## src/rtl/bcd_pkg.sv

```systemverilog
// Shared BCD digit type, digit constants and validity check for the BCD counter slice.
package bcd_pkg;

  typedef logic [3:0] bcd_digit_t;

  localparam bcd_digit_t BCD_NINE = 4'd9;
  localparam bcd_digit_t BCD_ZERO = 4'd0;

  function automatic logic bcd_valid(input bcd_digit_t digit);
    return (digit <= BCD_NINE);
  endfunction

endpackage

```

## src/rtl/bcd_digit_cell.sv

```systemverilog
// One BCD digit of the ripple chain: increments on carry-in, decrements on borrow-in.
module bcd_digit_cell
  import bcd_pkg::*;
(
  input  logic [3:0] digit_in,
  input  logic       cin,
  input  logic       bin,
  output logic [3:0] digit_out,
  output logic       cout,
  output logic       bout
);

  always_comb begin
    digit_out = digit_in;
    cout      = 1'b0;
    bout      = 1'b0;
    if (cin) begin
      if (digit_in == BCD_NINE) begin
        digit_out = BCD_ZERO;
        cout      = 1'b1;
      end else begin
        digit_out = digit_in + 4'd1;
      end
    end else if (bin) begin
      if (digit_in == BCD_ZERO) begin
        digit_out = BCD_NINE;
        bout      = 1'b1;
      end else begin
        digit_out = digit_in - 4'd1;
      end
    end
  end

endmodule

```

## src/rtl/bcd_counter_register.sv

```systemverilog
// Multi-digit packed BCD up/down counter with set, validated load and wrap/saturate limits.
module bcd_counter_register
  import bcd_pkg::*;
#(
  parameter int DIGITS   = 4,
  parameter int SATURATE = 0
) (
  input  logic                clk,
  input  logic                reset_n,
  input  logic                set,
  input  logic                load,
  input  logic                inc,
  input  logic                dec,
  input  logic [4*DIGITS-1:0] D,
  output logic [4*DIGITS-1:0] Q,
  output logic                at_max,
  output logic                at_zero,
  output logic                ovf,
  output logic                unf,
  output logic                load_err
);

  localparam int W = 4 * DIGITS;
  localparam logic [W-1:0] ALL_NINE = {DIGITS{BCD_NINE}};
  localparam logic [W-1:0] ALL_ZERO = '0;

  logic [W-1:0]    q_q, q_d;
  logic            ovf_q, ovf_d;
  logic            unf_q, unf_d;
  logic            lerr_q, lerr_d;
  logic [W-1:0]    step_val;
  logic [DIGITS:0] carry;
  logic [DIGITS:0] borrow;
  logic            d_valid;

  // inc and dec together cancel, so neither chain is started
  assign carry[0]  = inc & ~dec;
  assign borrow[0] = dec & ~inc;

  for (genvar g = 0; g < DIGITS; g++) begin : g_digit
    bcd_digit_cell u_cell (
      .digit_in  (q_q[4*g +: 4]),
      .cin       (carry[g]),
      .bin       (borrow[g]),
      .digit_out (step_val[4*g +: 4]),
      .cout      (carry[g+1]),
      .bout      (borrow[g+1])
    );
  end

  always_comb begin
    d_valid = 1'b1;
    for (int i = 0; i < DIGITS; i++) begin
      d_valid = d_valid & bcd_valid(D[4*i +: 4]);
    end
  end

  always_comb begin
    q_d    = q_q;
    ovf_d  = 1'b0;
    unf_d  = 1'b0;
    lerr_d = 1'b0;
    if (set) begin
      q_d = ALL_NINE;
    end else if (load) begin
      // a rejected load still consumes the cycle; inc/dec are ignored
      if (d_valid) q_d = D;
      else         lerr_d = 1'b1;
    end else if (carry[DIGITS]) begin
      ovf_d = 1'b1;
      q_d   = (SATURATE != 0) ? ALL_NINE : step_val;
    end else if (borrow[DIGITS]) begin
      unf_d = 1'b1;
      q_d   = (SATURATE != 0) ? ALL_ZERO : step_val;
    end else begin
      q_d = step_val;
    end
  end

  always_ff @(posedge clk) begin
    if (!reset_n) begin
      q_q    <= ALL_ZERO;
      ovf_q  <= 1'b0;
      unf_q  <= 1'b0;
      lerr_q <= 1'b0;
    end else begin
      q_q    <= q_d;
      ovf_q  <= ovf_d;
      unf_q  <= unf_d;
      lerr_q <= lerr_d;
    end
  end

  assign Q        = q_q;
  assign at_max   = (q_q == ALL_NINE);
  assign at_zero  = (q_q == ALL_ZERO);
  assign ovf      = ovf_q;
  assign unf      = unf_q;
  assign load_err = lerr_q;

endmodule
```

## config.mk

```make
export PLATFORM = sky130hd
export DESIGN_NAME = bcd_counter_register
export DESIGN_NICKNAME = d
export VERILOG_FILES = /design/src/rtl/bcd_pkg.sv /design/src/rtl/bcd_digit_cell.sv /design/src/rtl/bcd_counter_register.sv
export SDC_FILE = /design/constraint.sdc
export NUM_CORES = 1
export LEC_CHECK = 0
export ABC_CLOCK_PERIOD_IN_PS = 5200
export CAP_MARGIN = 0
export CORE_MARGIN = 4
export CORE_UTILIZATION = 40
export CTS_CLUSTER_SIZE = 28
export DETAILED_ROUTE_END_ITERATION = 12
export PLACE_DENSITY = 0.65
export SYNTH_ARGS = -nofsm -noshare
export SYNTH_HDL_FRONTEND = slang
export SYNTH_HIERARCHICAL = 1
export SYNTH_SLANG_ARGS = --single-unit
```

## constraint.sdc

```tcl
create_clock -name clk -period 5.2 [get_ports clk]
set_input_delay 0.78 -clock clk [delete_from_list [all_inputs] [get_ports clk]]
set_output_delay 0.78 -clock clk [all_outputs]
set_load 0.05 [all_outputs]
```

-- Word-level counts from Yosys, hierarchy flattened
Cells that the tools add are included.
- bits of input ports: 22
- bits in registers: 19
- word-level logic and storage cells: 106
- output and inout port bits: 21
- multiplexer cells: 42
- bitwise operators: 9
- reduce and logical (&&, ||, !) cells: 25
- add/sub/neg operators: 8
- eq/ne operators: 7
- $lt $le $gt $ge: 4
- operator list (operator ; count):
    4-bit 2-to-1 mux ; 16
    16-bit 2-to-1 mux ; 3
    1-bit 2-to-1 mux ; 23
    4-bit by 1-bit adder with 4-bit output, second input constant ; 4
    16-bit equality test, second input constant ; 1
    4-bit equality test, second input constant ; 4
    4-bit less-or-equal comparator, second input constant ; 4
    16-bit logical NOT ; 1
    4-bit logical NOT ; 4
    2-bit AND reduction ; 8
    4-bit nonzero test ; 4
    4-bit by 1-bit subtractor with 4-bit output, second input constant ; 4
    3-bit nonzero test ; 4
    3-bit OR reduction ; 2
    1-bit bitwise AND ; 5
    1-bit inverter ; 4
    4-bit OR reduction ; 1
    3-bit by 2-bit != test with 1-bit output, second input constant ; 1
    2-bit by 1-bit != test with 1-bit output, second input constant ; 1
    2-bit OR reduction ; 1

-- Longest topological paths before layout
- depth after elaboration: 12
- depth in mapped cells: 12
- depth with buffers taken out: 12

-- Hierarchy
Netlist, hierarchy kept.
- by module, submodules not included (module ; instances ; cells each ; sequential area each (um^2) ; area each (um^2)):
    bcd_counter_register ; 1 ; 138 ; 380.4 ; 1196.1
    bcd_digit_cell ; 4 ; 27 ; 0.0 ; 195.2

-- Least setup slack after synthesis
Ideal clock, no wire load.
- path kind: input to register
- from: in inc
- to: reg q_q[14] (netlist: Q[14])
- library setup time: 132 ps
- data required time: 5068 ps
- stages on the path: 12
- path buffers: 0
- arrival time: 4318 ps
- path slack: 749 ps
- cell sequence: nor2b_1 inv_1 nor4_1 inv_1 nor4_1 inv_1 nor4_1 nand2_1 mux2_2 a221o_1 o21ai_0 a311oi_2
- elaborated cells on any way between the ends: 16
- those cells by class: 11 x mux; 3 x bitwise; 2 x reduce/logical
- RTL lines (what ; RTL line ; RTL):
    start, declared ; bcd_counter_register.sv:12 ; input logic inc,
    1-bit bitwise AND ; bcd_counter_register.sv:37 ; assign carry[0] = inc & ~dec;
    1-bit 2-to-1 mux ; bcd_digit_cell.sv:17 ; if (cin) begin
    via carry[1] ; bcd_counter_register.sv:32 ; logic [DIGITS:0] carry;
    1-bit 2-to-1 mux ; bcd_digit_cell.sv:17 ;
    via carry[2] ; bcd_counter_register.sv:32 ;
    1-bit 2-to-1 mux ; bcd_digit_cell.sv:17 ;
    via carry[3] ; bcd_counter_register.sv:32 ;
    4-bit 2-to-1 mux ; bcd_digit_cell.sv:17 ;
    via step_val[14] ; bcd_counter_register.sv:31 ; logic [W-1:0] step_val;
    16-bit 2-to-1 mux ; bcd_counter_register.sv:65 ; end else if (load) begin
    end signal, assigned ; bcd_counter_register.sv:87 ; q_q <= q_d;
    end, declared ; bcd_counter_register.sv:27 ; logic [W-1:0] q_q, q_d;
The timed path passes the listed nets, and every way through them passes these cells.
A chain may end at the register's enable or synchronous reset.

-- Worst setup path after layout
- from: in inc
- to: reg q_q[14] (netlist: Q[14])
- elaborated cells on any way between the ends: 16
- those cells by class: 11 x mux; 3 x bitwise; 2 x reduce/logical
- RTL lines (what ; RTL line):
    1-bit bitwise AND ; bcd_counter_register.sv:37
    via carry[0] ; bcd_counter_register.sv:32
    1-bit 2-to-1 mux ; bcd_digit_cell.sv:17
    via carry[1] ; bcd_counter_register.sv:32
    1-bit 2-to-1 mux ; bcd_digit_cell.sv:17
    via carry[2] ; bcd_counter_register.sv:32
    1-bit 2-to-1 mux ; bcd_digit_cell.sv:17
    via carry[3] ; bcd_counter_register.sv:32
    4-bit 2-to-1 mux ; bcd_digit_cell.sv:17
    via step_val[14] ; bcd_counter_register.sv:31
    16-bit 2-to-1 mux ; bcd_counter_register.sv:65
The timed path passes the listed nets, and every way through them passes these cells.

==> run_results.csv <==
group,metric,value,unit
power,ir_worst_vdd,0.152,mV
worst_setup_path,path_cells,"clkdlybuf4s50_1 > nor2b_1 > inv_1 > nor4_1 > buf_4 > inv_1 > nor4_1 > buf_4 > inv_1 > nor4_1 > buf_4 > nand2_1 > mux2_2 > a221o_1 > o21ai_0 > a311oi_2",
global_route,grt_pass1_vias,1888,
synth,syn_nets,268,
worst_setup_path,end_kind,"flip-flop",
hold_path,min_from,"Q[15]",
global_route,grt_use_total,18.6,%
finish,nets,300,
finish,final_common_cell,"clkdlybuf4s50_1",
clock_network,cts.sinks,19,
worst_setup_path,cp.buffers_inverters,7,
synth,yosys.cell_types.count,39,
hold_path,min_path_type,"reg -> reg",
worst_setup_path,reg2reg_from,"Q[0]",
clock_network,cts_resized,0,
timing,worst_pin_slew,1.25,ns
timing,slew_headroom,16.4,%
die,rows,25,
worst_setup_path,critPathTopFamily,"buffers and inverters",
power,combPwrFrac,36.9,%
clock_network,cts.path.max_buffers,2,
timing,fmax,247,MHz
power,pwr-share-seq,39.9,%
hold_path,hold_path_end,"ovf",
placed_design,place_ws,0.881,ns
drt,dr.pass1.iters,5,
worst_setup_path,startpoint_type,"input port",
clock_network,clockRootBuffer,"clkbuf_8",
worst_setup_path,r2r_end,"Q[14]",
finish,area_growth,23.1,%
die,die_w,78.3,µm
timing,layout_worst_path_cycle_share,78.0,%
synth,ys_ff_latch,19,
global_route,grt-ovfl-total,0,
die,die_area,0.00613,mm²
drt,wire_per_inst,16.6,µm
synth,synth_top_area_cell,"dfxtp_1",
drt,drt_iter0_drc,126,
die,initial_core_util,41.6,%
timing,hold_slack,0.808,ns
placed_design,port_buffers,42,
synth,postSynthCellCount,246,
timing,setup_violations,0,
placed_design,hpwl,3.85,mm
finish,drive_gt1_share,9.75,%
placed_design,placed_area,0.00239,mm²
die,coreArea,0.00475,mm²
die,die_h,78.3,µm
clock_network,cts_buffers,3,
worst_setup_path,critPathArrivalTime,4.13,ns
worst_setup_path,slowest_stage,"clkdlybuf4s50_1",
timing,min_period,4.05,ns
power,power_leakage,0.841,nW
timing,fin_tns_setup,0,ns
synth,synth_top_area_share,19.2,%
drt,vias,2067,
finish,antenna_cells,0,
worst_setup_path,crit_required,5.28,ns
finish,final_area,0.00243,mm²
synth,ys_seq_area_share,19.2,%
timing,grt_setup_unrepaired,"no",
global_route,grt_max_degree,38,
synth,postSynthAreaPerCell,8.04,µm²
synth,synth-edff-count,0,
timing,final.setup.worst_slack,1.15,ns
timing,drv_slew,0,
power,pwr-share-clk,23.2,%
synth,async_reset_ff_share,0,%
power,p_sw,0.178,mW
clock_network,hold_buffers,0,
flow_run,cap_violations,0,
clock_network,htreeDepth,1,
power,swShare,38.6,%
clock_network,post_cts_buffers,0,
power,p_int,0.283,mW
worst_setup_path,r2r_cells,14,
global_route,antenna_found_initial,0,
hold_path,hold_path_depth,3,
die,io_pins,43,
worst_setup_path,cpPeakStageDelay,0.46,ns
timing,skew,0.00142,ns
timing,hold_violations,0,
drt,avgViaCountPerCell,6.01,
worst_setup_path,worstPathMaxFanout,7,
worst_setup_path,r2r_slack,1.97,ns
synth,synth_ff_type,"dfxtp_1",
global_route,grt_pass1_wl,9.43,mm
synth,yosys_warnings,6,
synth,netlist_top_cells_area,"dfxtp_1, a41oi_1, mux4_1, o21ai_0, nor2_1",
worst_setup_path,crit_type,"in -> reg",
clock_network,clkTransAtPathRegs,0.08,ns
drt,antenna_left,0,
power,power_density,190,mW/mm²
placed_design,globalplace.congestion,0.803,
outcome,status,"complete, no violations",
drt,drc,0,
clock_network,clk_latency,0.25,ns
finish,most-common-layout-cells,"clkdlybuf4s50_1, nor2_1, inv_1, o21ai_0, dfxtp_1",
synth,syn_area,0.00198,mm²
drt,wirelength,5.72,mm
finish,fill_cells,490,
clock_network,cts_tree,"yes",
[power groups by stage]
| stage | Sequential, mW | Combinational, mW | Clock, mW |
|---|---|---|---|
| 2_1_floorplan | 0.204 | 0.0967 | 0 |
| 3_3_place_gp | 0.187 | 0.169 | 0 |
| 3_5_place_dp | 0.187 | 0.169 | 0 |
| 4_1_cts | 0.183 | 0.169 | 0.107 |
| 5_1_grt | 0.188 | 0.183 | 0.115 |
| 6_report | 0.184 | 0.170 | 0.107 |
[sequential cells by signal, summed over array words and instances (netlist names)]
register  flops
Q            16
load_err      1
ovf           1
unf           1
[logic make-up (layout without fill, tap and decap cells)]
group           Yosys count  count (layout)  synth area share [%]
flops                    19              19                  19.2
buf+inv                  38              69                  9.62
compound gates           77              77                  30.3
simple gates            100             100                  31.5
mux                       8               8                  7.59
xor+xnor                  4               4                  1.77
[worst max-delay path by stage]
stage                     start  endpoint  depth (start not counted)
after CTS                   inc     Q[14]                         16
after global placement      inc     Q[14]                         16
after detailed placement    inc     Q[14]                         16
after floorplan             inc     Q[14]                         12
final                       inc     Q[14]                         16
after global routing        inc     Q[14]                         16
[per-layer routing]
| layer | vias to the layer above | track usage [%] | wire length (µm) |
|---|---|---|---|
| met5 | - | 0 | 0 |
| met4 | 0 | 4.37 | 44 |
| met3 | 4 | 2.64 | 340 |
| met2 | 63 | 28.7 | 2530 |
| met1 | 989 | 27.2 | 2810 |
| li1 | 1011 | - | - |
[worst min-delay path, stage by stage (launching register included)]
cell     delay (ns)
dfxtp_1        0.44
nand2_1        0.12
nor4_1         0.06
and3_1         0.15
[layout make-up]
type	count	area [µm²]	share of cell area (%)
flip-flops and latches	19	380	15.6
inverters	20	75.1	3.08
clock buffers	4	45.0	1.85
multi-input cells	189	1410	57.8
well taps	67	83.8	3.44
repair buffers	45	443	18.2
[cells in the mapped netlist (2+ instances only)]
| cell type | count |
|---|---|
| nand3b_1 | 4 |
| clkbuf_1 | 2 |
| or3b_1 | 2 |
| o21ai_0 | 20 |
| buf_6 | 2 |
| buf_1 | 2 |
| a21oi_1 | 4 |
| a221o_1 | 8 |
| nor2_1 | 25 |
| and4_1 | 4 |
| dfxtp_1 | 19 |
| a311oi_1 | 7 |
| nand2b_1 | 13 |
| o21ai_2 | 2 |
| mux4_1 | 4 |
| a41oi_1 | 16 |
| o31ai_1 | 4 |
| nor3_1 | 5 |
| a211oi_1 | 9 |
| and4b_1 | 5 |
| buf_4 | 3 |
| xnor2_1 | 4 |
| or3b_2 | 6 |
| o21ai_4 | 2 |
| o2bb2ai_1 | 4 |
| and3_1 | 5 |
| buf_2 | 8 |
| inv_1 | 20 |
| nand2_1 | 10 |
| nand2b_4 | 4 |
| mux2_2 | 4 |
| nand4_1 | 2 |
| nor4_1 | 8 |
| nor2b_1 | 4 |
[through the flow]
| stage | utilization, % | total power, mW | std cells |
|---|---|---|---|
| 6_report | 51.2 | 0.461 | 344 |
| 2_1_floorplan | - | 0.301 | 246 |
| 4_1_cts | 51.2 | 0.460 | 344 |
| 3_3_place_gp | 50.2 | 0.355 | 340 |
| 3_5_place_dp | 50.2 | 0.356 | 340 |
| 5_1_grt | 51.2 | 0.486 | 344 |
Note: power is estimated with default switching activity, not from simulation.
==> edit: new RTL, same settings <==
Change the parameter `SATURATE` from 0 to 1.
--- a/src/rtl/bcd_counter_register.sv
+++ b/src/rtl/bcd_counter_register.sv
@@ -5,3 +5,3 @@
   parameter int DIGITS   = 4,
-  parameter int SATURATE = 0
+  parameter int SATURATE = 1
 ) (
Behaviour: not the same (a bounded check fails within 4 cycles, from zero or initial values and one cycle with reset_n low).
==> edit against the original RTL <==
Sequential cell count did not move; wire length rose by 13%; design area rose by 8.2%; synthesized cell count rose by 4.1%; register-to-register slack got worse by 0.33 ns; fmax fell by 8.4%; largest power group is now combinational cells; critical path type unchanged; worst setup slack got worse by 0.37 ns; synthesized area rose by 10%; utilization fell by 0.58 points; sequential power rose by 2%; power rose by 7.5%; via count rose by 9.2%.
==> edit: results <==
setup_path:
  worst_path_dominant_cell_family: "simple AND/OR/NAND/NOR gates"
  cpPeakStageDelay_ns: 0.51
  rrSetupSlack_ns: 1.64
  worstRegToRegCells: 15
  reg2reg_to: "Q[15]"
  critPathSlowestCell: "and4b_1"
  cp_max_fo: 18
logic_synthesis:
  yosysWarningCount: 6
  yosysUniqueCellTypes: 43
  netlist_top_cells_area: "dfxtp_1, a41oi_1, nor4b_2, mux4_1, a221o_1"
  ys_seq_area_frac: 0.175
  synth_common_cells: "dfxtp_1, nor2_1, a41oi_1"
  syn-num-nets: 278
sta:
  hold_ws_ns: 0.867
  relSlewSlack: 0.419
  fin_skew_ns: 0.00594
cells_and_area:
  fin_nets: 311
  drive_gt1_frac: 0.135
worst_hold_path:
  hold_depth: 3
  min_from: "Q[2]"
  min_to: "Q[2]"
  hold_path_class: "flop to flop"
drt:
  firstDrtPassIters: 4
  vias_per_cell: 6.31
  routed_wl_um: 6450
  drtIter0Drc: 124
global_routing:
  grt_pass1_vias: 2000
  grt_pass1_wl_um: 10400
  grt_usage: 0.197
placement:
  numPortBuffers: 42
  gp_congestion: 0.860
  dpl.hpwl_um: 4470
outcome:
  status: "completed"
pwr:
  peakVddDrop_v: 0.000118
  leakagePower_nw: 0.858
clock_tree:
  clk_latency_ns: 0.27
-- edit: worst max-delay path by stage --
stage / start / to / slack [ns] / cells after the start
floorplan: inc / Q[13] / 0.62 / 13
global placement: inc / Q[15] / 0.59 / 17
finish: inc / Q[15] / 0.78 / 17
detailed placement: inc / Q[15] / 0.48 / 17
global route: inc / Q[15] / 0.39 / 17
CTS: inc / Q[15] / 0.75 / 17
-- edit: through the flow --
| step | utilization | cells | area [um^2] | worst slack, ns |
|---|---|---|---|---|
| 2_1_floorplan | - | 256 | 2180 | 0.623 |
| 3_3_place_gp | 0.497 | 354 | 2590 | 0.590 |
| 3_5_place_dp | 0.497 | 354 | 2590 | 0.483 |
| 4_1_cts | 0.506 | 358 | 2630 | 0.752 |
| 5_1_grt | 0.506 | 358 | 2630 | 0.394 |
| 6_report | 0.506 | 358 | 2630 | 0.776 |
-- edit: routing by layer --
| layer | global-route usage | routed length, um | part of all wire |
|---|---|---|---|
| met1 | 0.283 | 3070 | 0.48 |
| met2 | 0.319 | 2990 | 0.46 |
| met3 | 0.0307 | 385 | 0.060 |
| met4 | 0.0216 | 10 | 0.0015 |
| met5 | 0 | 0 | 0 |
-- edit: worst register-to-register path, delay by kind of cell (launching register included) --
family / cells / cell delay, ns
buffers and inverters: 5 / 0.70
AND/OR/NAND/NOR: 7 / 1.49
AO/OA/AOI/OAI: 3 / 0.63
flip-flops: 1 / 0.62
-- edit: cell families (layout without fill, tap and decap cells) --
| logic type | after synthesis | count (layout) | synth area share |
|---|---|---|---|
| and+or+nand+nor | 107 | 107 | 0.343 |
| xor gates and xnor gates | 4 | 4 | 0.0161 |
| DFF | 19 | 19 | 0.175 |
| buffers and inverters | 33 | 65 | 0.0891 |
| muxes | 8 | 8 | 0.0690 |
| AOI/OAI and AO/OA | 85 | 85 | 0.308 |
-- edit: area by class of cell --
| cell class | instances | area, um^2 |
|---|---|---|
| tap | 70 | 87.6 |
| fill | 536 | 2570 |
| clock buffer | 3 | 41.3 |
| multi-input combinational | 204 | 1610 |
| sequential | 19 | 380 |
| timing repair buffer | 47 | 458 |
| inverter | 14 | 52.6 |
| clock inverter | 1 | 5.00 |
-- edit: where the power goes --
part / leakage (nW) / total, mW / internal, mW / switching, mW
Clock: 0.0255 / 0.110 / 0.0535 / 0.0569
Combinational: 0.676 / 0.198 / 0.0880 / 0.110
Sequential: 0.157 / 0.188 / 0.155 / 0.0323
Total: 0.858 / 0.496 / 0.297 / 0.199
